<file path="src/rtl/video_timing_fb_reader.sv">
// rtl/video_timing_fb_reader.sv - raster timing generator and latency-compensated greyscale frame-buffer reader
// Optional colour-bar source enabled by defining VTFB_TEST_PATTERN_EN.
module video_timing_fb_reader #(
  parameter int          H_VISIBLE = 1920,
  parameter int          H_FP      = 88,
  parameter int          H_SYNC    = 44,
  parameter int          H_BP      = 148,
  parameter int          V_VISIBLE = 1080,
  parameter int          V_FP      = 4,
  parameter int          V_SYNC    = 5,
  parameter int          V_BP      = 36,
  parameter bit          HS_POL    = 1'b1,
  parameter bit          VS_POL    = 1'b1,
  parameter int          IMG_W     = 500,
  parameter int          IMG_H     = 500,
  parameter int          ADDR_W    = 18,
  parameter int          RD_LAT    = 1,
  parameter logic [23:0] BG_COLOUR = 24'h000000
) (
  input  logic              clk,
  input  logic              rst_n,
  input  logic              enable,
  input  logic [11:0]       img_x0,
  input  logic [11:0]       img_y0,
`ifdef VTFB_TEST_PATTERN_EN
  input  logic              test_mode,
`endif
  output logic [ADDR_W-1:0] addra,
  input  logic [7:0]        douta,
  output logic [7:0]        r,
  output logic [7:0]        g,
  output logic [7:0]        b,
  output logic              de,
  output logic              hsync,
  output logic              vsync,
  output logic              frame_start
);

  localparam logic [11:0] HMAX = 12'(H_VISIBLE + H_FP + H_SYNC + H_BP - 1);
  localparam logic [11:0] VMAX = 12'(V_VISIBLE + V_FP + V_SYNC + V_BP - 1);
  localparam logic [11:0] HV   = 12'(H_VISIBLE);
  localparam logic [11:0] VV   = 12'(V_VISIBLE);
  localparam logic [11:0] HSS  = 12'(H_VISIBLE + H_FP);
  localparam logic [11:0] HSE  = 12'(H_VISIBLE + H_FP + H_SYNC);
  localparam logic [11:0] VSS  = 12'(V_VISIBLE + V_FP);
  localparam logic [11:0] VSE  = 12'(V_VISIBLE + V_FP + V_SYNC);
  localparam logic [12:0] HV13 = 13'(H_VISIBLE);
  localparam logic [12:0] IW13 = 13'(IMG_W);
  localparam logic [12:0] IH13 = 13'(IMG_H);

  typedef enum logic {IDLE, RUN} state_t;
  state_t state_q, state_d;

  logic [11:0] hc, vc, x0_s, y0_s;
  logic        run, line_end, frame_end, capture;
  logic        de0, hs0, vs0, win0, fs0, in_x, in_y, row_adv;
  logic [12:0] hc13, vc13, x_lo, y_lo;
  logic [ADDR_W-1:0] row_base;
  logic [RD_LAT:0] de_p, hs_p, vs_p, win_p, fs_p;

  assign run       = (state_q == RUN);
  assign line_end  = (hc == HMAX);
  assign frame_end = run && line_end && (vc == VMAX);

  always_comb begin
    state_d = state_q;
    capture = 1'b0;
    case (state_q)
      IDLE: if (enable) begin
        state_d = RUN;
        capture = 1'b1;
      end
      RUN: if (frame_end) begin
        capture = 1'b1;
        if (!enable) state_d = IDLE;
      end
    endcase
  end

  always_ff @(posedge clk or negedge rst_n) begin
    if (!rst_n) state_q <= IDLE;
    else        state_q <= state_d;
  end

  always_ff @(posedge clk or negedge rst_n) begin
    if (!rst_n) begin
      hc <= '0;
      vc <= '0;
    end else if (!run) begin
      hc <= '0;
      vc <= '0;
    end else if (line_end) begin
      hc <= '0;
      vc <= (vc == VMAX) ? 12'd0 : vc + 12'd1;
    end else begin
      hc <= hc + 12'd1;
    end
  end

`ifdef VTFB_TEST_PATTERN_EN
  localparam logic [11:0] BAR_W = 12'(H_VISIBLE / 8);
  logic             tm_s;
  logic [2:0]       bar0;
  logic [RD_LAT:0]  tp_p;
  logic [2:0]       bar_p [RD_LAT+1];

  assign bar0 = 3'(hc / BAR_W);

  function automatic logic [23:0] bar_colour(input logic [2:0] idx);
    case (idx)
      3'd0:    return 24'hFFFFFF;
      3'd1:    return 24'hFFFF00;
      3'd2:    return 24'h00FFFF;
      3'd3:    return 24'h00FF00;
      3'd4:    return 24'hFF00FF;
      3'd5:    return 24'hFF0000;
      3'd6:    return 24'h0000FF;
      default: return 24'h000000;
    endcase
  endfunction
`endif

  always_ff @(posedge clk or negedge rst_n) begin
    if (!rst_n) begin
      x0_s <= '0;
      y0_s <= '0;
`ifdef VTFB_TEST_PATTERN_EN
      tm_s <= 1'b0;
`endif
    end else if (capture) begin
      x0_s <= img_x0;
      y0_s <= img_y0;
`ifdef VTFB_TEST_PATTERN_EN
      tm_s <= test_mode;
`endif
    end
  end

  // Window bounds are 13 bits wide so x0+IMG_W never wraps back into range.
  assign hc13 = {1'b0, hc};
  assign vc13 = {1'b0, vc};
  assign x_lo = {1'b0, x0_s};
  assign y_lo = {1'b0, y0_s};
  assign in_x = (hc13 >= x_lo) && (hc13 < x_lo + IW13);
  assign in_y = (vc13 >= y_lo) && (vc13 < y_lo + IH13);
  assign de0  = run && (hc < HV) && (vc < VV);
  assign hs0  = run && (hc >= HSS) && (hc < HSE);
  assign vs0  = run && (vc >= VSS) && (vc < VSE);
  assign fs0  = run && (hc == 12'd0) && (vc == 12'd0);
`ifdef VTFB_TEST_PATTERN_EN
  assign win0 = de0 && in_x && in_y && !tm_s;
`else
  assign win0 = de0 && in_x && in_y;
`endif
  // Rows advance by the full image width even when clipped, so cropping never skews.
  assign row_adv = run && line_end && in_y && (vc < VV) && (x_lo < HV13);

  always_ff @(posedge clk or negedge rst_n) begin
    if (!rst_n) begin
      row_base <= '0;
      addra    <= '0;
    end else begin
      if (!run || frame_end) row_base <= '0;
      else if (row_adv)      row_base <= row_base + ADDR_W'(IMG_W);
      if (win0) addra <= row_base + ADDR_W'(hc - x0_s);
    end
  end

  always_ff @(posedge clk or negedge rst_n) begin
    if (!rst_n) begin
      de_p  <= '0;
      hs_p  <= '0;
      vs_p  <= '0;
      win_p <= '0;
      fs_p  <= '0;
`ifdef VTFB_TEST_PATTERN_EN
      tp_p  <= '0;
      for (int i = 0; i <= RD_LAT; i++) bar_p[i] <= '0;
`endif
    end else begin
      de_p  <= {de_p[RD_LAT-1:0], de0};
      hs_p  <= {hs_p[RD_LAT-1:0], hs0};
      vs_p  <= {vs_p[RD_LAT-1:0], vs0};
      win_p <= {win_p[RD_LAT-1:0], win0};
      fs_p  <= {fs_p[RD_LAT-1:0], fs0};
`ifdef VTFB_TEST_PATTERN_EN
      tp_p     <= {tp_p[RD_LAT-1:0], tm_s};
      bar_p[0] <= bar0;
      for (int i = 1; i <= RD_LAT; i++) bar_p[i] <= bar_p[i-1];
`endif
    end
  end

  always_ff @(posedge clk or negedge rst_n) begin
    if (!rst_n) begin
      {r, g, b}   <= 24'h000000;
      de          <= 1'b0;
      hsync       <= ~HS_POL;
      vsync       <= ~VS_POL;
      frame_start <= 1'b0;
    end else begin
      de          <= de_p[RD_LAT];
      hsync       <= hs_p[RD_LAT] ? HS_POL : ~HS_POL;
      vsync       <= vs_p[RD_LAT] ? VS_POL : ~VS_POL;
      frame_start <= fs_p[RD_LAT];
      if (!de_p[RD_LAT])      {r, g, b} <= 24'h000000;
`ifdef VTFB_TEST_PATTERN_EN
      else if (tp_p[RD_LAT])  {r, g, b} <= bar_colour(bar_p[RD_LAT]);
`endif
      else if (win_p[RD_LAT]) {r, g, b} <= {douta, douta, douta};
      else                    {r, g, b} <= BG_COLOUR;
    end
  end

endmodule

</file>
<file path="config.mk">
export PLATFORM = sky130hd
export DESIGN_NAME = video_timing_fb_reader
export DESIGN_NICKNAME = d
export VERILOG_FILES = /design/src/rtl/video_timing_fb_reader.sv
export SDC_FILE = /design/constraint.sdc
export NUM_CORES = 1
export LEC_CHECK = 0
export CAP_MARGIN = 0
export CORE_ASPECT_RATIO = 0.5
export CORE_MARGIN = 3
export CORE_UTILIZATION = 53
export CTS_BUF_LIST = sky130_fd_sc_hd__clkbuf_4
export CTS_CLUSTER_DIAMETER = 30
export DETAILED_ROUTE_END_ITERATION = 8
export GPL_ROUTABILITY_DRIVEN = 0
export PLACE_DENSITY = 0.91
export SLEW_MARGIN = 25
export SYNTH_ARGS = -nofsm -noshare
export SYNTH_HDL_FRONTEND = slang
export SYNTH_SLANG_ARGS = --single-unit
export TNS_END_PERCENT = 100
</file>
<file path="constraint.sdc">
create_clock -name clk -period 3.9 [get_ports clk]
set_input_delay 0.78 -clock clk [delete_from_list [all_inputs] [get_ports clk]]
set_output_delay 0.78 -clock clk [all_outputs]
set_load 0.01 [all_outputs]
</file>
# [Yosys cells after proc, flatten, opt, wreduce, memory -nomap -nowiden]
# Cells that the tools add are included.
[classes] add_sub_neg=7 reduce_logical=22 n_lt_le_gt_ge=11 n_mux=16 n_eq_ne=3 bitwise=1
[ops] op="$mux 12" n=5
[ops] op="$lt 12x11->1 const B" n=4
[ops] op="$mux 18" n=2
[ops] op="$add 12x9->13 const B" n=2
[ops] op="$lt 12x13->1" n=2
[ops] op="$add 12x1->12 const B" n=2
[ops] op="$ge 12x11->1 const B" n=2
[ops] op="$ge 12x12->1" n=2
[ops] op="$logic_not 12->1" n=2
[ops] op="$add 18x18->18" n=1
[ops] op="$add 18x9->18 const B" n=1
[ops] op="$logic_and 1x1->1" n=17
[ops] op="$mux 8" n=2
[ops] op="$sub 12x12->13" n=1
[ops] op="$eq 12x11->1 const B" n=1
[ops] op="$eq 12x12->1 const B" n=1
[ops] op="$lt 12x12->1 const B" n=1
[ops] op="$mux 1" n=5
[ops] op="$pmux 1 s2" n=2
[ops] op="$ne 2x1->1 const B" n=1
[ops] op="$reduce_bool 2->1" n=1
[ops] op="$logic_not 1->1" n=1
[ops] op="$logic_or 1x1->1" n=1
[ops] op="$not 1->1" n=1
[word_totals] elab_cells=77 reg_bits=107 in_bits=35

# [Longest topological paths before layout]
[logic_depth] word_depth=8 depth_mapped=20 mapped_depth_nobuf=20

# [Worst setup path after synthesis]
# OpenSTA, ideal clock, no wires.
[synth_path] path_kind="register to register" startpoint="register hc[2]" endpoint="register addra[17]" setup_slack_ns=-0.166 path_stages_with_launch=19 setup_ns=0.125 t_arrival_ns=3.941 period_less_slack_ns=4.066 path_cell_list="dfrtp_1 ha_1 nor2b_1 o31a_1 nor3_1 o21bai_1 a21o_1 a21o_1 a21oi_1 xnor2_1 ha_1 nand2_1 o21ai_0 nor3_1 o21a_1 o41ai_1 a31oi_1 xnor3_1 mux2_2"
[synth_between] elab_chain_len=5
[synth_rtl] element="from (decl)" line="54" rtl="logic [11:0] hc, vc, x0_s, y0_s;"
[synth_rtl] element="from (signal assigned)" line="96" rtl="hc <= hc + 12'd1;"
[synth_rtl] element="branches (longest 5 deep; another with $add 18x18->18)"
[synth_rtl] element="to (signal assigned)" line="165" rtl="if (win0) addra <= row_base + ADDR_W'(hc - x0_s);"
[synth_rtl] element="to (decl)" line="28" rtl="output logic [ADDR_W-1:0] addra,"
# Parallel ways; which one is timed is not known.
# A chain may end at the register's enable or synchronous reset.

# [Final worst setup path]
[layout_path] startpoint="register hc[0]" endpoint="register addra[16]"
# Same word-level chain as after synthesis.

==> reports/qor.yml <==
reg2reg_slack_ps: -30
period_needed_ps: 3930
drt-initial-drc-count: 602
grt.total_usage_pct: 22.4
clk_path_buf_depth: 2
die_x_um: 166
core_mm2: 0.0121
synth_sequential_area_ratio_pct: 38.8
synth_top_family_by_area: "simple AND/OR/NAND/NOR gates"
globalRouteMet1Util_pct: 28.9
rsz0062_at_grt: "true"
grtUsageMet3_pct: 3.68
fmax_ghz: 0.255
fin_nets: 895
drc: 0
reg2reg_from: "hc[0]$_DFF_PN0_"
hpwlAfterDp_um: 12100
ir_drop_mv: 0.151
die_h_um: 85.9
hp-class: "input port to asynchronous set/reset pin"
synth_ff_type: "dfrtp_1"
critPathBufInv: 3
synth_edf_count: 0
critPathKind: "flop to flop"
grt_pass1_vias: 5563
syn2layout_area_growth_pct: 20.1
synth_area_leaders: "dfrtp_1 (39%), ha_1 (12%), mux2_2 (6.7%), xnor2_1 (4.8%), o21ai_0 (3.1%)"
die_area_mm2: 0.0142
tightestPinTransition_ps: 796
slowest_delay_ps: 430
num_rows: 28
hold_viol: 0
postCtsHoldBufs: 0
max-slew-margin-rel_pct: 46.6
setup_viol: 3
synth-simple-area-share_pct: 17.3
ant_nets: 0
grt_util_met2_pct: 38.7
power_density_mw_per_mm2: 234
yosysTopAreaCell: "dfrtp_1"
critical_path.endpoint: "addra[16]$_DFFE_PN0P_"
netlist.area_leader.share_pct: 38.8
cts_buffers: 9
leakagePower_nw: 3.82
critPathTopFamily: "compound AO/OA/AOI/OAI gates"
synth-xor-area-share_pct: 6.80
slowest_stage: "dfrtp_1"
finalWirelength_um: 16300
fin_util_pct: 67.1
wl_per_cell_um: 16.9
synth_nets: 792
layout_common_cells: "dfrtp_1 (105), clkdlybuf4s50_1 (79), ha_1 (66)"
r2r-end: "addra[16]$_DFFE_PN0P_"
crit_cells: 22
ys_types: 57
cts_sinks: 105
grt_max_degree: 53
htree_levels: 3
diodes: 0
antenna_found_initial: 0
path_max_fanout: 4
setup_ws_ps: -26.4
port_buffers: 80
tns_ps: -66.3
reg2regPathDepth: 22
synth-warning-count: 0
drive_above_1_share_pct: 15.6
drtPass1Iterations: 5
whs_ps: 297
final_common_cell: "dfrtp_1"
cp.required_ps: 4290
start_util_pct: 55.8
syn_area_mm2: 0.00677
async_reset_ff_share_pct: 100
clock_skew_ps: 29.0
grt_pass1_wl_um: 26500
crit_arrival_ps: 4320
fin_crit_sh_pct: 101
cp-start-kind: "flop"
violations: "setup timing"
end_kind: "flop"
status: "finished, violations left"
total_power_mw: 1.91
place_ws_ps: -119
path_clk_slew_ps: 190
grt.busiest_layer: "met2"
crit_chain: "inv_2, ha_4, fa_2, nor2b_2, o31a_1, nor3_2, o21bai_1, a21o_1, a21o_1, a21oi_2, xnor2_1, ha_1, buf_4, nand2_1, o21ai_2, buf_4, a22oi_2, a31oi_2, nor4_1, a31oi_1, o211ai_1, mux2_2"
overflow: 0
vias_per_cell: 5.88
syn-instance-count: 689
drv_cap: 0
worstSetupStartpoint: "hc[0]$_DFF_PN0_"
synth_compound_area_share_pct: 12.2
slew_violations: 0
synth-adder-area-share_pct: 12.7
via_count: 5654
synthMuxAreaShare_pct: 7.54
cts-root-buf: "clkbuf_4"
cts_tree: "done"
synth.avg_cell_area_um2: 9.82
synth.ff_latch_count: 105
ioPinCount: 81
clk_latency_ps: 480
==> Yosys cell counts, types with 2 or more instances <==
library cell / n
or3_1: 11
o21ai_0: 42
nor4_1: 7
nand2_1: 33
xor2_1: 13
dfrtp_1: 105
nor2_1: 49
clkbuf_1: 10
mux2i_1: 6
a21boi_0: 2
o311ai_0: 2
or2_2: 3
nor3_1: 20
nor2b_1: 9
buf_4: 17
o41ai_1: 2
a21o_1: 11
mux2_2: 40
xnor2_1: 37
o21bai_1: 5
nor4_2: 2
a21oi_1: 34
o31ai_1: 7
ha_1: 67
and2_1: 7
o21a_1: 7
inv_1: 38
nand2b_1: 14
nand3_1: 24
and3_1: 15
o211ai_1: 2
nand4_1: 12
a211oi_1: 5
nor4b_1: 3
a31oi_1: 5
or4_1: 2
==> layout make-up <==
| type | instances | area, um2 |
|---|---|---|
| Multi-Input combinational cell | 519 | 3920 |
| Tap cell | 165 | 206 |
| Clock buffer | 9 | 67.6 |
| Timing Repair Buffer | 119 | 1100 |
| Fill cell | 885 | 3990 |
| Inverter | 38 | 143 |
| Clock inverter | 7 | 61.3 |
| Sequential cell | 105 | 2630 |
==> state kept, by name, indices dropped and copies added, names as in the netlist, 8 cells and up <==
| signal | cells |
|---|---|
| hc | 12 |
| x0_s | 12 |
| vc | 12 |
| addra | 18 |
| b | 8 |
| y0_s | 12 |
| row_base | 16 |
==> layer usage <==
layer	share of wire, %	vias to the layer above
li1	-	2660
met1	43	2724
met2	49	231
met3	6.2	39
met4	2.4	0
met5	0	-
==> worst min-delay path by stage <==
stage	startpoint	end	slack, ps	depth (start not counted)
after global routing	rst_n	b[7]$_DFF_PN0_	330	1
after global placement	de_p[0]$_DFF_PN0_	de_p[1]$_DFF_PN0_	330	0
after floorplan	de_p[0]$_DFF_PN0_	de_p[1]$_DFF_PN0_	330	0
after detailed placement	de_p[0]$_DFF_PN0_	de_p[1]$_DFF_PN0_	330	0
final	rst_n	b[7]$_DFF_PN0_	300	1
after CTS	rst_n	b[7]$_DFF_PN0_	300	1
==> cells by family after synthesis <==
| kind of cell | count (synthesis) |
|---|---|
| compound gates | 134 |
| xor+xnor | 51 |
| fa+ha+maj | 68 |
| buf+inv | 65 |
| flops | 105 |
| mux | 46 |
| other cells | 1 |
| simple gates | 219 |
==> timing repair <==
action / CTS / global route
setup buffers: 6 / 7
cloned: 0 / 0
gates resized for setup: 11 / 8
pin swaps: 16 / 12
endpoints found under the setup margin: 4 / 23
==> power breakdown <==
group / leakage [nW] / switching, mW / internal (mW)
combinational: 2.38 / 0.122 / 0.117
clock: 0.0707 / 0.406 / 0.145
sequential: 1.38 / 0.0135 / 1.10
total: 3.82 / 0.542 / 1.36
==> per-stage QoR <==
step	std cells	area, um2
6_report	962	8130
5_1_grt	962	8130
3_3_place_gp	933	7830
4_1_cts	955	8040
3_5_place_dp	933	7830
2_1_floorplan	689	6780
Power figures use the tool's default switching activity.
==> RTL change 1: new RTL, same flow settings <==
Change the parameter `ADDR_W` from 18 to 36.
--- a/src/rtl/video_timing_fb_reader.sv
+++ b/src/rtl/video_timing_fb_reader.sv
@@ -15,3 +15,3 @@
   parameter int          IMG_H     = 500,
-  parameter int          ADDR_W    = 18,
+  parameter int          ADDR_W    = 36,
   parameter int          RD_LAT    = 1,
Ports: changed (resized addra); port bits go from 81 to 99. No check against the original RTL was run, so the function may have changed too.
==> RTL change 1 against the original RTL <==
Fmax is 7.4% lower. Sequential power is 31% higher. Total power is 36% higher. Global-route usage is 5.5 points higher. Setup slack worse by 0.31 ns. Sequential cell count is 36 higher. Utilization is 6.9 points higher. Non-clock buffer count is 125 higher. Area after synthesis is 40% higher. Final area is 54% higher. The flow still finishes with violations (negative setup slack). Routed wire length is 83% higher. Final cell count is 52% higher.
==> RTL change 1: results (changes against the original RTL) <==
stage;metric;value;unit;change
placed_design;Port Buffers;98;;was 80
routing;met3 wire length;2.31;mm;was 1.01 mm
floorplanning;die area;0.0197;mm2;was 0.0142 mm2
cells_and_area;final instance area;0.0125;mm2;was 0.00813 mm2
cells_and_area;share of cells above drive strength 1;0.252;;was 0.156
global_route;global-route wire length before repair;44.8;mm;was 26.5 mm
run_status;failing checks;negative setup slack;;unchanged
logic_synthesis;post-synthesis sequential area ratio;0.371;;was 0.388
cells_and_area;area of the multi-input gates;0.00605;mm2;was 0.00392 mm2
setup_path;R2R depth;18;;was 22
routing;Iter 0 DRT Violations;771;;was 602
sta;final setup fails;21;;was 3
power;Switch Pwr;682;uW;was 542 uW
logic_synthesis;Avg Synthesized Cell Area;9.43;um2;was 9.82 um2
logic_synthesis;Synth cell types;67;;was 57
routing;met2 layer wire length in the routed design;14.4;mm;was 7.95 mm
cells_and_area;Multi-In Gates;772;;was 519
logic_synthesis;Synth Register Bits;141;;was 105
cells_and_area;Non-Clock Buffer Count;244;;was 119
run_status;status;complete, but fails checks;;unchanged
clocking;TritonCTS Buffers;17;;was 9
cells_and_area;largest registers;addra x36, row_base x34;;was addra x18, row_base x16
setup_path;CP Max Fanout;3;;was 4
routing;drt wl/cell;20.3;um;was 16.9 um
clocking;CTS H-tree lvls;4;;was 3
cells_and_area;Fill cells;1005;;was 885
routing;router iterations before antenna repair;8;;was 5
global_route;GRT Overall Usage;0.279;;was 0.224
global_route;largest net degree at the start of global routing;82;;was 53
global_route;M2 GR Usage;0.505;;was 0.387
cells_and_area;clock network area share;0.0226;;was 0.0159
cells_and_area;non-clk buf share;0.175;;was 0.136
setup_path;slowest stage delay, CP;0.54;ns;was 0.43 ns
logic_synthesis;top cells by area, synth;dfrtp_1, ha_1, xnor2_1;;was dfrtp_1, ha_1, mux2_2
logic_synthesis;XOR/XNOR Fraction of Synth Area;0.0756;;was 0.0680
sta;Final WS setup;-0.341;ns;was -0.0264 ns
global_route;met1 usage;0.319;;was 0.289
setup_path;slowest CP cell;or4_4;;was dfrtp_1
logic_synthesis;Post-Synth Adder-Cell Area;0.114;;was 0.127
placed_design;Placed Cells;1412;;was 933
cells_and_area;Final #Nets;1349;;was 895
routing;post-route met1 wirelength;11.4;mm;was 6.93 mm
logic_synthesis;Compound-Gate Fraction of Synth Area;0.144;;was 0.122
routing;mean number of vias per cell;6.33;;was 5.88
routing;via count;9284;;was 5654
clocking;worst skew pair latency;0.60;ns;was 0.48 ns
logic_synthesis;most common library cells after synthesis;dfrtp_1, ha_1, nor2_1, nand2_1, xnor2_1;;was dfrtp_1, ha_1, nor2_1, o21ai_0, mux2_2
power;peak supply drop;0.000168;V;was 0.000151 V
clocking;clock-pin slew of the registers on the worst-case setup and hold paths;0.15;ns;was 0.19 ns
## RTL change 1: changes by cell type after synthesis, moves of 10 or more
cell,delta
mux2_2,-16
nand4_1,+10
o21ai_0,+13
mux2_4,+20
a21oi_1,+28
inv_1,+13
o21ai_1,+11
nand2_1,+36
xnor2_1,+28
ha_1,+18
dfrtp_1,+36
and3_1,+10
nand3_1,+19
nor2_1,+22
## RTL change 1: kinds of logic (layout without fill, tap and decap cells)
kind of cell,after synthesis,in the layout
AOI/OAI and AO/OA,222,222
xor gates and xnor gates,82,82
adders and majority gates,86,86
buffers and inverters,94,327
DFF,141,141
muxes,52,52
other,1,1
and+or+nand+nor,329,329
## RTL change 1: what timing repair did
action,in CTS,in global routing
gates cloned,0,1
setup endpoints to repair,21,56
buffers inserted,13,11
gates resized for setup,49,60
pin swaps,36,36
## RTL change 1: power by group through the flow
stage | combinational (mW) | sequential, mW | clock [mW]
after detailed placement | 0.107 | 1.50 | 0
after floorplan | 0.0209 | 1.50 | 0
after global routing | 0.113 | 1.47 | 1.08
after CTS | 0.107 | 1.47 | 1.01
final | 0.105 | 1.47 | 1.02
after global placement | 0.104 | 1.50 | 0
## RTL change 1: final timing paths
path / start / end / slack (ns)
setup / recovery: hc[1]$_DFF_PN0_ / addra[33]$_DFFE_PN0P_ / -0.34
hold / removal: rst_n / y0_s[0]$_DFFE_PN0P_ / 0.20
setup reg to reg: hc[1]$_DFF_PN0_ / addra[33]$_DFFE_PN0P_ / -0.34
hold reg to reg: hs_p[0]$_DFF_PN0_ / hs_p[1]$_DFF_PN0_ / 0.36
max in group asynchronous: rst_n / addra[30]$_DFFE_PN0P_ / 2.89
min in group clk: hs_p[0]$_DFF_PN0_ / hs_p[1]$_DFF_PN0_ / 0.36
==> RTL change 2: new RTL, config.mk and constraints unchanged <==
Made on the original files. Register the input `img_y0` before use, cleared by the reset. The logic sees it one clock later. The other inputs are not delayed to match.
--- a/src/rtl/video_timing_fb_reader.sv
+++ b/src/rtl/video_timing_fb_reader.sv
@@ -51,2 +51,13 @@
   typedef enum logic {IDLE, RUN} state_t;
+
+  logic [11:0] img_y0_q;
+
+  always_ff @(posedge clk or negedge rst_n) begin
+    if (!rst_n) begin
+      img_y0_q <= '0;
+    end else begin
+      img_y0_q <= img_y0;
+    end
+  end
+
   state_t state_q, state_d;
@@ -131,3 +142,3 @@
       x0_s <= img_x0;
-      y0_s <= img_y0;
+      y0_s <= img_y0_q;
 `ifdef VTFB_TEST_PATTERN_EN
Formal check against the unedited RTL: not equivalent (a bounded check fails within 4 cycles, from zero or initial values and one cycle with rst_n low).
==> RTL change 2 against the original RTL <==
The flow still finishes with violations (negative setup slack). Routed wire length rose by 3.9%. Critical path depth fell by 4. Final area rose by 6.2%. Non-clock buffer count fell by 2. Critical path type unchanged. Synthesized cell count rose by 3.2%. Highest routed layer unchanged. Via count rose by 4.5%. Setup slack got worse by 0.0021 ns. Sequential cell count rose by 12. Area after synthesis rose by 5.3%.
Power is not compared: it rests on default switching activity, and its combinational part moved more than twofold at a synthesized area within 25%.
==> RTL change 2: results (changes against the original RTL) <==
stage;metric;value;unit;change
sta;setup TNS;-0.0285;ns;was -0.0663 ns
logic_synthesis;synthesized net count;814;;was 792
sta;Final WS setup;-0.0285;ns;was -0.0264 ns
placed_design;Placed Cells;964;;was 933
clocking;CTS H-tree lvls;4;;was 3
logic_synthesis;post-synthesis sequential area ratio;0.411;;was 0.388
setup_path;CP Data Arrival Time;4.38;ns;was 4.32 ns
run_status;status;complete, but fails checks;;unchanged
global_route;met1 usage;0.286;;was 0.289
routing;post-route met1 wirelength;7.00;mm;was 6.93 mm
sta;Setup Skew;0.0286;ns;was 0.0290 ns
run_status;failing checks;negative setup slack;;unchanged
global_route;GRT Overall Usage;0.232;;was 0.224
cells_and_area;Final #Nets;925;;was 895
clocking;CTS resizes;6;;was 11
global_route;initial antenna violation count;1;;was 0
routing;via count;5906;;was 5654
power;overall power;2.16;mW;
clocking;clock-pin slew of the registers on the worst-case setup and hold paths;0.12;ns;was 0.19 ns
global_route;met3 usage;0.0577;;was 0.0368
placed_design;worst slack, placed;-0.118;ns;was -0.119 ns
setup_path;slowest stage delay, CP;0.39;ns;was 0.43 ns
routing;Iter 0 DRT Violations;552;;was 602
logic_synthesis;Avg Synthesized Cell Area;10.0;um2;was 9.82 um2
routing;mean number of vias per cell;5.87;;was 5.88
logic_synthesis;top cells by area, synth;dfrtp_1, ha_1, mux2_2;;unchanged
sta;final setup fails;1;;was 3
placed_design;DP HPWL;12.4;mm;was 12.1 mm
global_route;M2 GR Usage;0.402;;was 0.387
setup_path;CP Max Fanout;3;;was 4
setup_path;slowest CP cell;fa_2;;was dfrtp_1
routing;met2 layer wire length in the routed design;8.27;mm;was 7.95 mm
[RTL change 2: cell types whose count changed in the layout (fill, tap and decap cells not counted), moves of 5 or more]
| cell | delta |
|---|---|
| nor2_1 | +7 |
| clkbuf_4 | +8 |
| mux2_2 | -8 |
| mux2_4 | +9 |
| a21oi_1 | -8 |
| o21ai_0 | -5 |
| nand2b_1 | -8 |
| dfrtp_1 | +12 |
| nand2_1 | +15 |
| nand3_1 | +8 |
[RTL change 2: path summary, 6_finish.rpt]
check                                        end  cells past startpoint                from  slack (ns)
setup / recovery           addra[17]$_DFFE_PN0P_                     18     hc[0]$_DFF_PN0_       -0.03
hold / removal              addra[1]$_DFFE_PN0P_                      1               rst_n        0.24
setup reg to reg           addra[17]$_DFFE_PN0P_                     18     hc[0]$_DFF_PN0_       -0.03
hold reg to reg               win_p[1]$_DFF_PN0_                      0  win_p[0]$_DFF_PN0_        0.35
max in group asynchronous     win_p[0]$_DFF_PN0_                      2               rst_n        2.89
min in group clk              win_p[1]$_DFF_PN0_                      0  win_p[0]$_DFF_PN0_        0.35
[RTL change 2: cells by family after synthesis]
| family | after synthesis | share of synthesized area |
|---|---|---|
| DFF | 117 | 0.411 |
| AOI/OAI and AO/OA | 135 | 0.126 |
| adders and majority gates | 68 | 0.120 |
| xor gates and xnor gates | 52 | 0.0639 |
| buffers and inverters | 66 | 0.0448 |
| muxes | 45 | 0.0751 |
| and+or+nand+nor | 227 | 0.159 |
| other | 1 | 0.000526 |
[RTL change 2: cell type report]
cell class | count | area share
Antenna cell | 1 | 0.000290
Clock buffer | 17 | 0.0148
Inverter | 41 | 0.0178
Tap cell | 170 | 0.0246
Sequential cell | 117 | 0.339
Clock inverter | 15 | 0.0154
Multi-Input combinational cell | 528 | 0.460
Timing Repair Buffer | 117 | 0.128
